**src/rtl/comparator_share_arbiter.sv**
```systemverilog
// comparator_share_arbiter
//   Sequencer/arbiter in front of one shared combinational 6-bit set-membership
//   comparator. Up to NREQ requesters are served round-robin; each accepted
//   code is driven to the comparator and the member flag is returned with the
//   owner's index over a valid/ready handshake. A self-test scan sweeps codes
//   0..63 through the comparator and reports how many are members.
//
// Ports
//   Reloj        clock, rising edge
//   Reset        synchronous active-high reset
//   Req          per-requester request level, held until Ack
//   ReqCodigo    6-bit code per requester, slice i = [6i+5:6i]
//   Ack          grant pulse (combinational, IDLE only); code captured on that edge
//   CompEntrada  registered code driven to the comparator
//   CompSalida   comparator member flag for CompEntrada
//   RespValid    result available; RespMatch/RespId stable while high
//   RespReady    consumer accepts result
//   RespMatch    1 = code is a set member
//   RespId       requester index owning the result
//   ScanStart    pulse requesting a full scan
//   ScanBusy     high while the scan runs
//   ScanDone     one-cycle pulse at scan end
//   ScanCount    member count of the last completed scan
module comparator_share_arbiter #(
  parameter int NREQ = 2,
  parameter int IDW  = 2
) (
  input  logic              Reloj,
  input  logic              Reset,
  input  logic [NREQ-1:0]   Req,
  input  logic [6*NREQ-1:0] ReqCodigo,
  output logic [NREQ-1:0]   Ack,
  output logic [5:0]        CompEntrada,
  input  logic              CompSalida,
  output logic              RespValid,
  input  logic              RespReady,
  output logic              RespMatch,
  output logic [IDW-1:0]    RespId,
  input  logic              ScanStart,
  output logic              ScanBusy,
  output logic              ScanDone,
  output logic [6:0]        ScanCount
);

  localparam logic [1:0] S_IDLE    = 2'd0;
  localparam logic [1:0] S_COMPARE = 2'd1;
  localparam logic [1:0] S_RESPOND = 2'd2;
  localparam logic [1:0] S_SCAN    = 2'd3;

  logic [1:0]     state_q, state_d;
  logic [IDW-1:0] rr_q, rr_d;
  logic           pend_q, pend_d;
  logic [5:0]     comp_q, comp_d;
  logic           valid_q, valid_d;
  logic           match_q, match_d;
  logic [IDW-1:0] id_q, id_d;
  logic           busy_q, busy_d;
  logic           done_q, done_d;
  logic [6:0]     count_q, count_d;
  logic [6:0]     cnt_q, cnt_d;

  logic           gnt_found_s;
  logic [IDW-1:0] gnt_idx_s;
  logic [5:0]     gnt_code_s;
  logic           grant_s;

  // Round-robin pick: lowest requester at/above the pointer, else lowest overall.
  always_comb begin
    logic           found_hi;
    logic           found_lo;
    logic [IDW-1:0] idx_hi;
    logic [IDW-1:0] idx_lo;
    found_hi = 1'b0;
    found_lo = 1'b0;
    idx_hi   = '0;
    idx_lo   = '0;
    for (int i = 0; i < NREQ; i++) begin
      if (Req[i]) begin
        if (!found_hi && (i >= int'(rr_q))) begin
          found_hi = 1'b1;
          idx_hi   = IDW'(i);
        end else begin
          found_hi = found_hi;
        end
        if (!found_lo) begin
          found_lo = 1'b1;
          idx_lo   = IDW'(i);
        end else begin
          found_lo = found_lo;
        end
      end else begin
        found_lo = found_lo;
      end
    end
    gnt_found_s = found_lo;
    gnt_idx_s   = found_hi ? idx_hi : idx_lo;
  end

  // Grant decode: Ack only in IDLE with no scan pending; Reset masks it.
  always_comb begin
    grant_s    = (state_q == S_IDLE) && !pend_q && gnt_found_s && !Reset;
    gnt_code_s = 6'd0;
    Ack        = '0;
    for (int i = 0; i < NREQ; i++) begin
      if (IDW'(i) == gnt_idx_s) begin
        gnt_code_s = ReqCodigo[6*i +: 6];
        Ack[i]     = grant_s;
      end else begin
        Ack[i] = 1'b0;
      end
    end
  end

  // Next-state logic for the sequencer FSM and its datapath registers.
  always_comb begin
    state_d = state_q;
    rr_d    = rr_q;
    pend_d  = pend_q;
    comp_d  = comp_q;
    valid_d = valid_q;
    match_d = match_q;
    id_d    = id_q;
    busy_d  = busy_q;
    done_d  = 1'b0;
    count_d = count_q;
    cnt_d   = cnt_q;

    // A scan request is remembered everywhere except during the scan itself.
    if (ScanStart && (state_q != S_SCAN)) begin
      pend_d = 1'b1;
    end else begin
      pend_d = pend_q;
    end

    case (state_q)
      S_IDLE: begin
        if (pend_q) begin
          state_d = S_SCAN;
          pend_d  = 1'b0;
          comp_d  = 6'd0;
          cnt_d   = 7'd0;
          busy_d  = 1'b1;
        end else if (gnt_found_s) begin
          state_d = S_COMPARE;
          comp_d  = gnt_code_s;
          id_d    = gnt_idx_s;
          rr_d    = (gnt_idx_s == IDW'(NREQ - 1)) ? '0 : gnt_idx_s + IDW'(1);
        end else begin
          state_d = S_IDLE;
        end
      end
      S_COMPARE: begin
        match_d = CompSalida;
        valid_d = 1'b1;
        state_d = S_RESPOND;
      end
      S_RESPOND: begin
        if (RespReady) begin
          valid_d = 1'b0;
          state_d = S_IDLE;
        end else begin
          state_d = S_RESPOND;
        end
      end
      S_SCAN: begin
        cnt_d  = cnt_q + {6'd0, CompSalida};
        comp_d = comp_q + 6'd1;
        // Code 63 is the last one; its flag is folded into the reported total.
        if (comp_q == 6'd63) begin
          count_d = cnt_q + {6'd0, CompSalida};
          done_d  = 1'b1;
          busy_d  = 1'b0;
          comp_d  = 6'd0;
          state_d = S_IDLE;
        end else begin
          state_d = S_SCAN;
        end
      end
      default: begin
        state_d = S_IDLE;
      end
    endcase
  end

  // State registers with synchronous reset.
  always_ff @(posedge Reloj) begin
    if (Reset) begin
      state_q <= S_IDLE;
      rr_q    <= '0;
      pend_q  <= 1'b0;
      comp_q  <= 6'd0;
      valid_q <= 1'b0;
      match_q <= 1'b0;
      id_q    <= '0;
      busy_q  <= 1'b0;
      done_q  <= 1'b0;
      count_q <= 7'd0;
      cnt_q   <= 7'd0;
    end else begin
      state_q <= state_d;
      rr_q    <= rr_d;
      pend_q  <= pend_d;
      comp_q  <= comp_d;
      valid_q <= valid_d;
      match_q <= match_d;
      id_q    <= id_d;
      busy_q  <= busy_d;
      done_q  <= done_d;
      count_q <= count_d;
      cnt_q   <= cnt_d;
    end
  end

  assign CompEntrada = comp_q;
  assign RespValid   = valid_q;
  assign RespMatch   = match_q;
  assign RespId      = id_q;
  assign ScanBusy    = busy_q;
  assign ScanDone    = done_q;
  assign ScanCount   = count_q;

endmodule

```
**config.mk**
```make
export PLATFORM = sky130hd
export DESIGN_NAME = comparator_share_arbiter
export DESIGN_NICKNAME = d
export VERILOG_FILES = /design/src/rtl/comparator_share_arbiter.sv
export SDC_FILE = /design/constraint.sdc
export NUM_CORES = 1
export LEC_CHECK = 0
export CELL_PAD_IN_SITES_DETAIL_PLACEMENT = 1
export CELL_PAD_IN_SITES_GLOBAL_PLACEMENT = 1
export CORE_MARGIN = 4
export CORE_UTILIZATION = 37
export CTS_CLUSTER_SIZE = 16
export DETAILED_ROUTE_END_ITERATION = 10
export PLACE_DENSITY_LB_ADDON = 0.08
export SETUP_SLACK_MARGIN = 0.3
export SLEW_MARGIN = 15
export SYNTH_ARGS = -nofsm -noshare
export SYNTH_HDL_FRONTEND = slang
export SYNTH_SLANG_ARGS = --single-unit
```
**constraint.sdc**
```tcl
create_clock -name Reloj -period 5.2 [get_ports Reloj]
set_input_delay 1.04 -clock Reloj [delete_from_list [all_inputs] [get_ports Reloj]]
set_output_delay 1.04 -clock Reloj [all_outputs]
set_load 0.02 [all_outputs]
```
==> results.md, run 1 <==
- Status: complete, no violations
- Area Growth Syn to Fin: 33.36%
- CTS sink cnt: 29
- Die ar.: 5092 sq um
- Max-slew headroom: 0.5930
- Post-DR wirelength/cell: 14.83 um
- First-pass GRT wire length: 6568 um
- CP Max Fanout: 8
- Sequential fraction of the synthesis area: 0.3909
- Clock share of power: 0.255
- # hold bufs at CTS: 0
- Switching part of the total: 0.3549
- Async S/R FF share, synth: 0
- Max-cap violations: 0
- P_int: 471.7 uW
- Total number of yosys warnings: 0
- Seq pwr share: 0.383
- Reg clk slew, reported paths: 0.06 ns
- Pins over their slew limit: 0
- LEAKAGE: 0.7435 nW
- Avg Inst Size Synth: 8.391 sq um
- CP Data Required Time: 4.16 ns
- Fillers: 449
- Slew @ Worst Pin: 0.6065 ns
- Mapped Cells: 177
- Hold crit path type: reg2reg
- Starting Density: 0.3938
- Clk root buf: clkbuf_8
- Clock Skews: 0.006787 ns
- First-pass detailed-route iteration total: 4
- Critical Path AT: 3.01 ns
- Most used flip-flop cell after synthesis: dfxtp_1
- Final worst path period share: 0.7787
- Most common cell after layout, fill and taps aside: clkdlybuf4s50_1
- Number of flops mapped to enable cells by yosys: 0
- Cts bufs inserted: 5
- VDD IR-drop max: 0.2101 mV
- Tmin final: 4.049 ns
- GR Util All Layers: 0.1595
- Io pins: 40
- Maximum clock frequency: 246.9 MHz
- Via count: 1,411
- Largest net degree at the start of global routing: 32
- Type of the worst setup path: in2out
- Post-route ant nets: 0
- Clk_lat worst skew: 0.28 ns
- Sum of negative setup slack: 0 ns
- Layout Nets: 243
- Share of cells above drive strength 1: 0.06019
- Critical Path End Type: primary output
- Multi-input logic area: 847.1 sq um
- CP Launch Type: input pin
- Core area: 3771 sq um
- I/O Buffers: 38
- Number of synthesized register bits: 29
- RSZ-0062 raised after global routing: false
- Sequential Area: 580.6 sq um
- Net Count, Synth: 204
- Final setup viols: 0
- Post-CTS Setup Bufs: 0
- Tot Pwr: 731.2 uW
- DRC violations left: 0
- Post-Synthesis Cell Area: 1485 sq um
- Pwr dens: 369.2 nW/um^2
- ANT cells: 0
- Endpoints failing hold: 0
- CTS tree: done
- PostCTS Resize Cnt: 0
- Clk buf depth: 2
- GR Overflow Total: 0
- Detailed placement HPWL: 2991 um
- Unique masters post-synth: 41
- Vias per cell: 5.345
- Vias in the first global route: 1,449
- DRT iter0 DRCs: 49
- Most frequent cells in the layout: 38 x clkdlybuf4s50_1, 31 x nor2_1, 29 x dfxtp_1
- Die width: 71.36 um
- Routed WL: 3916 um
- Initial antenna violation count: 0
- Die H: 71.36 um
- Combinational Power Share: 0.362
- Placer Congestion: 0.7657
- Cell Rows: 22
- Htree depth: 2
- Net Sw Power: 259.5 uW
-- logic make-up (layout without fill, tap and decap cells) --
kind of cell,Yosys count,after routing,synth area share
AOI/OAI and AO/OA,41,41,0.1845
muxes,7,7,0.04970
adders and majority gates,8,8,0.06740
DFF,29,29,0.3909
other,1,1,0.002525
buffers and inverters,12,51,0.03875
xor gates and xnor gates,5,5,0.02949
and+or+nand+nor,74,74,0.2367
-- Yosys cell counts, types with 2 or more instances --
| cell | n | share of area |
|---|---|---|
| a211oi_1 | 6 | 0.030 |
| a21oi_1 | 12 | 0.040 |
| a22oi_1 | 4 | 0.020 |
| a2bb2oi_1 | 2 | 0.012 |
| a311oi_1 | 2 | 0.012 |
| a31oi_1 | 3 | 0.013 |
| and2_1 | 2 | 0.0084 |
| and3_1 | 4 | 0.017 |
| clkbuf_1 | 4 | 0.010 |
| dfxtp_1 | 29 | 0.39 |
| ha_1 | 8 | 0.067 |
| inv_1 | 5 | 0.013 |
| mux2_2 | 3 | 0.023 |
| mux2i_1 | 4 | 0.027 |
| nand2_1 | 15 | 0.038 |
| nand2b_1 | 2 | 0.0084 |
| nand3_1 | 7 | 0.024 |
| nor2_1 | 31 | 0.078 |
| nor2b_1 | 3 | 0.013 |
| nor3_1 | 2 | 0.0067 |
| nor3b_1 | 2 | 0.010 |
| o21ai_0 | 3 | 0.010 |
| o21ai_1 | 2 | 0.0067 |
| o22ai_1 | 2 | 0.0084 |
| xnor2_1 | 3 | 0.018 |
| xor2_1 | 2 | 0.012 |
-- routing by layer --
metal  vias up  wire [um]  track usage  share of wire
li1        701          -            -              -
met1       677       1720       0.1778           0.44
met2        29       1991       0.2959           0.51
met3         4        173      0.03366          0.044
met4         0         31      0.05637         0.0079
met5         -          0            0              0
-- state kept, by name, summed over array words and instances, names as in the netlist, 2 cells and up --
register,flops
CompEntrada,6
state_q,2
cnt_q,7
ScanCount,7
-- layout make-up --
type                       instances  area share
clock buffer                       7     0.04359
tap                               48     0.03032
inverter                           5    0.009476
sequential                        29      0.2931
timing repair buffer              39      0.1958
multi-input combinational        136      0.4277
-- path summary, 6_finish.rpt --
path	from	to	slack, ns	depth (start not counted)
max	Req[0]	Ack[1]	1.15	5
min	ScanCount[1]$_SDFFE_PP0P_	ScanCount[1]$_SDFFE_PP0P_	0.46	2
max reg2reg	state_q[0]$_SDFF_PP0_	CompEntrada[2]$_SDFFE_PP0P_	3.30	7
min reg2reg	ScanCount[1]$_SDFFE_PP0P_	ScanCount[1]$_SDFFE_PP0P_	0.46	2
-- stage by stage --
stage | hold slack (ns) | cells | instance area (sq um) | worst slack, ns | utilization
6_report | 0.4579 | 264 | 1981 | 1.151 | 0.5252
5_1_grt | 0.4888 | 264 | 1981 | 0.9854 | 0.5252
4_1_cts | 0.4623 | 264 | 1981 | 1.121 | 0.5252
3_5_place_dp | 0.4541 | 257 | 1894 | 1.113 | 0.5023
3_3_place_gp | 0.4511 | 257 | 1894 | 1.287 | 0.5023
2_1_floorplan | 0.4395 | 177 | 1485 | 2.104 | -
-- power groups by stage --
stage / combinational (mW) / sequential [mW] / clock (mW)
after global placement: 0.260 / 0.282 / 0
after floorplan: 0.154 / 0.303 / 0
after detailed placement: 0.266 / 0.285 / 0
after CTS: 0.268 / 0.280 / 0.195
final: 0.265 / 0.280 / 0.186
after global routing: 0.293 / 0.285 / 0.200
-- critical path, stage by stage --
cell             delay, ns
clkdlybuf4s50_1       0.49
nand2b_1              0.16
nand2_1               0.25
nor4_1                0.39
clkdlybuf4s50_1       0.69
Power figures use the tool's default switching activity.
==> inputs of run 2 (changes only) <==
--- a/config.mk
+++ b/config.mk
@@ -8,7 +8,7 @@
 export CELL_PAD_IN_SITES_DETAIL_PLACEMENT = 1
 export CELL_PAD_IN_SITES_GLOBAL_PLACEMENT = 1
 export CORE_MARGIN = 4
-export CORE_UTILIZATION = 37
+export CORE_UTILIZATION = 35
 export CTS_CLUSTER_SIZE = 16
 export DETAILED_ROUTE_END_ITERATION = 10
 export PLACE_DENSITY_LB_ADDON = 0.08
==> constraint.sdc (replaced) <==
create_clock -name Reloj -period 4 [get_ports Reloj]
set_input_delay 0.8 -clock Reloj [delete_from_list [all_inputs] [get_ports Reloj]]
set_output_delay 0.8 -clock Reloj [all_outputs]
set_load 0.02 [all_outputs]
==> run 2 against run 1 <==
  * Routed wire length up 8.1%
  * Sequential power rose by 30%
  * Clock power grew 94%
  * Core utilization shrank 2.3 points
  * Final area grew 2.9%
  * Combinational power rose by 35%
  * Clock-buffer cell count down 2
  * Power grew 48%
  * First-iteration DRC count increased by 18%
  * Clock skew is 0.00067 ns higher
  * Cell count grew 1.5%
  * Non-clock buffer count grew 1
  * Critical path type unchanged
==> results.md, run 2 (synthesis gave the netlist of run 1 again) <==
- Status: complete, no violations
- CP Data Required Time: 3.20 ns (-0.96 ns)
- VDD IR-drop max: 0.3099 mV (+48%)
- Post-route ant nets: 0 (unchanged)
- Sequential Area: 580.6 sq um (unchanged)
- P_int: 725.8 uW (+54%)
- Most frequent cells in the layout: 38 x clkdlybuf4s50_1, 31 x nor2_1, 29 x dfxtp_1
- Clk buf depth: 2 (unchanged)
- Htree depth: 2 (unchanged)
- Starting Density: 0.3660 (-0.02781)
- GR Overflow Total: 0 (unchanged)
- ANT cells: 0 (unchanged)
- Most common cell after layout, fill and taps aside: clkdlybuf4s50_1
- Die width: 73.14 um (+2.5%)
- Combinational Power Share: 0.330 (-0.032)
- # hold bufs at CTS: 0 (unchanged)
- Net Sw Power: 354.5 uW (+37%)
- Post-route cell area: 2038 sq um (+2.9%)
- Clock Skews: 0.007457 ns (+0.0006700 ns)
- Post-DR wirelength/cell: 15.80 um (+6.5%)
- Final worst path period share: 0.8310
- Placer Congestion: 0.7567 (-1.2%)
- Multi-input logic area: 847.1 sq um (unchanged)
- CP Max Fanout: 7 (-1)
- Tot Pwr: 1.080 mW (+48%)
- Hold crit path type: reg2reg
- Vias per cell: 5.209 (-2.5%)
- GR Util All Layers: 0.1738 (+0.01428)
- Critical Path AT: 2.52 ns (-0.49 ns)
- Max stage delay on crit path: 0.60 ns (-0.09 ns)
- Sum of negative setup slack: 0 ns (unchanged)
- CP Launch Type: input pin
- Switching part of the total: 0.3282 (-0.02673)
- Cell repeated most along the worst path: clkdlybuf4s50_1
- Reg clk slew, reported paths: 0.07 ns (about the same)
- I/O Buffers: 38 (unchanged)
- CTS sink cnt: 29 (unchanged)
- Die H: 73.14 um (+2.5%)
- Clk root buf: clkbuf_8
- Critical Path End Type: primary output
- Max-slew headroom: 0.6138 (+0.02083)
- PostCTS Resize Cnt: 0 (unchanged)
- Crit-path leading delay family: buffers and inverters
- Area Growth Syn to Fin: 37.24%
- Fillers: 488 (+8.7%)
- Core area: 4058 sq um (+7.6%)
- Detailed placement HPWL: 3278 um (+9.6%)
- First-pass GRT wire length: 7182 um (+9.3%)
- DRT iter0 DRCs: 58 (+18%)
- Clock share of power: 0.333 (+0.078)
- Initial antenna violation count: 0 (unchanged)
- Slew @ Worst Pin: 0.5755 ns (-0.03104 ns)
- Tmin final: 3.324 ns
- Maximum clock frequency: 300.8 MHz
- Clk_lat worst skew: 0.27 ns (about the same)
- LEAKAGE: 0.7718 nW (+3.8%)
- DRC violations left: 0 (unchanged)
- Critical-path cell list: clkdlybuf4s50_1 > nand2b_1 > nand2_1 > buf_4 > and3_1 > clkdlybuf4s50_1
- Placed Area: 1904 sq um (+0.53%)
- Routed WL: 4235 um (+8.1%)
- Via count: 1,396 (-1.1%)
- Largest net degree at the start of global routing: 23 (-28%)
- Crit path buf inv count: 3 (+1)
- Io pins: 40 (unchanged)
- Share of cells above drive strength 1: 0.07339 (+0.01321)
- Final core occ: 0.5023 (-0.02290)
- Cts bufs inserted: 5 (unchanged)
- Endpoints failing hold: 0 (unchanged)
- Post-CTS Setup Bufs: 0 (unchanged)
- Vias in the first global route: 1,477 (+1.9%)
- RSZ-0062 raised after global routing: false
- Cell Rows: 23 (+4.5%)
- Final setup viols: 0 (unchanged)
- Die ar.: 5349 sq um (+5.1%)
- Layout Nets: 244 (+0.41%)
- Pins over their slew limit: 0 (unchanged)
- First-pass detailed-route iteration total: 4 (unchanged)
- CP max stage cell: clkdlybuf4s50_1
- Type of the worst setup path: in2out
- CTS tree: done
- Pwr dens: 530.0 nW/um^2 (+44%)
- Seq pwr share: 0.337 (-0.046)
- Max-cap violations: 0 (unchanged)
[run 2: cell types whose count changed in the layout (fill, tap and decap cells not counted)]
cell,change
clkinv_2,+1
clkbuf_8,-1
clkbuf_1,-1
bufinv_16,+2
buf_4,+1
[run 2: power groups by stage]
stage / Clock, mW / Sequential (mW) / Combinational [mW]
floorplan: 0 / 0.393 / 0.200
global placement: 0 / 0.369 / 0.345
detailed placement: 0 / 0.370 / 0.353
CTS: 0.370 / 0.364 / 0.360
global route: 0.387 / 0.370 / 0.393
finish: 0.360 / 0.364 / 0.357
[run 2: layout make-up]
class | count | area share
multi-input cells | 136 | 0.4156
flip-flops and latches | 29 | 0.2848
repair buffers | 40 | 0.1940
clock buffers | 5 | 0.03376
clock inverters | 3 | 0.03192
well taps | 50 | 0.03069
inverters | 5 | 0.009208
[run 2: layer usage]
metal  part of all wire  track usage  routed length [um]
met4             0.0064      0.03689                  27
met5                  0            0                   0
met2               0.51       0.3078                2171
met3              0.049      0.04683                 207
met1               0.43       0.2084                1829
[run 2: worst paths after layout]
check / startpoint / to / slack, ns / depth (start not counted)
min reg2reg: ScanCount[0]$_SDFFE_PP0P_ / ScanCount[0]$_SDFFE_PP0P_ / 0.48 / 2
min: ScanCount[0]$_SDFFE_PP0P_ / ScanCount[0]$_SDFFE_PP0P_ / 0.48 / 2
max: Req[0] / Ack[0] / 0.68 / 6
max reg2reg: state_q[0]$_SDFF_PP0_ / CompEntrada[2]$_SDFFE_PP0P_ / 2.11 / 7
[run 2: worst register-to-register path, delay by kind of cell, from the launching register on]
kind                     cells  cell delay (ns)
buffers and inverters        1             0.10
AO/OA/AOI/OAI                3             0.53
flip-flops                   1             0.33
adder cells (fa/ha/maj)      1             0.26
AND/OR/NAND/NOR              2             0.61
[run 2: per-stage QoR]
step | hold slack (ns) | instances | setup WS [ns]
after CTS | 0.4820 | 268 | 0.6779
final | 0.4758 | 268 | 0.6760
after floorplan | 0.4395 | 177 | 1.384
after detailed placement | 0.4722 | 260 | 0.6696
after global placement | 0.4442 | 260 | 0.7366
after global routing | 0.4946 | 268 | 0.5471
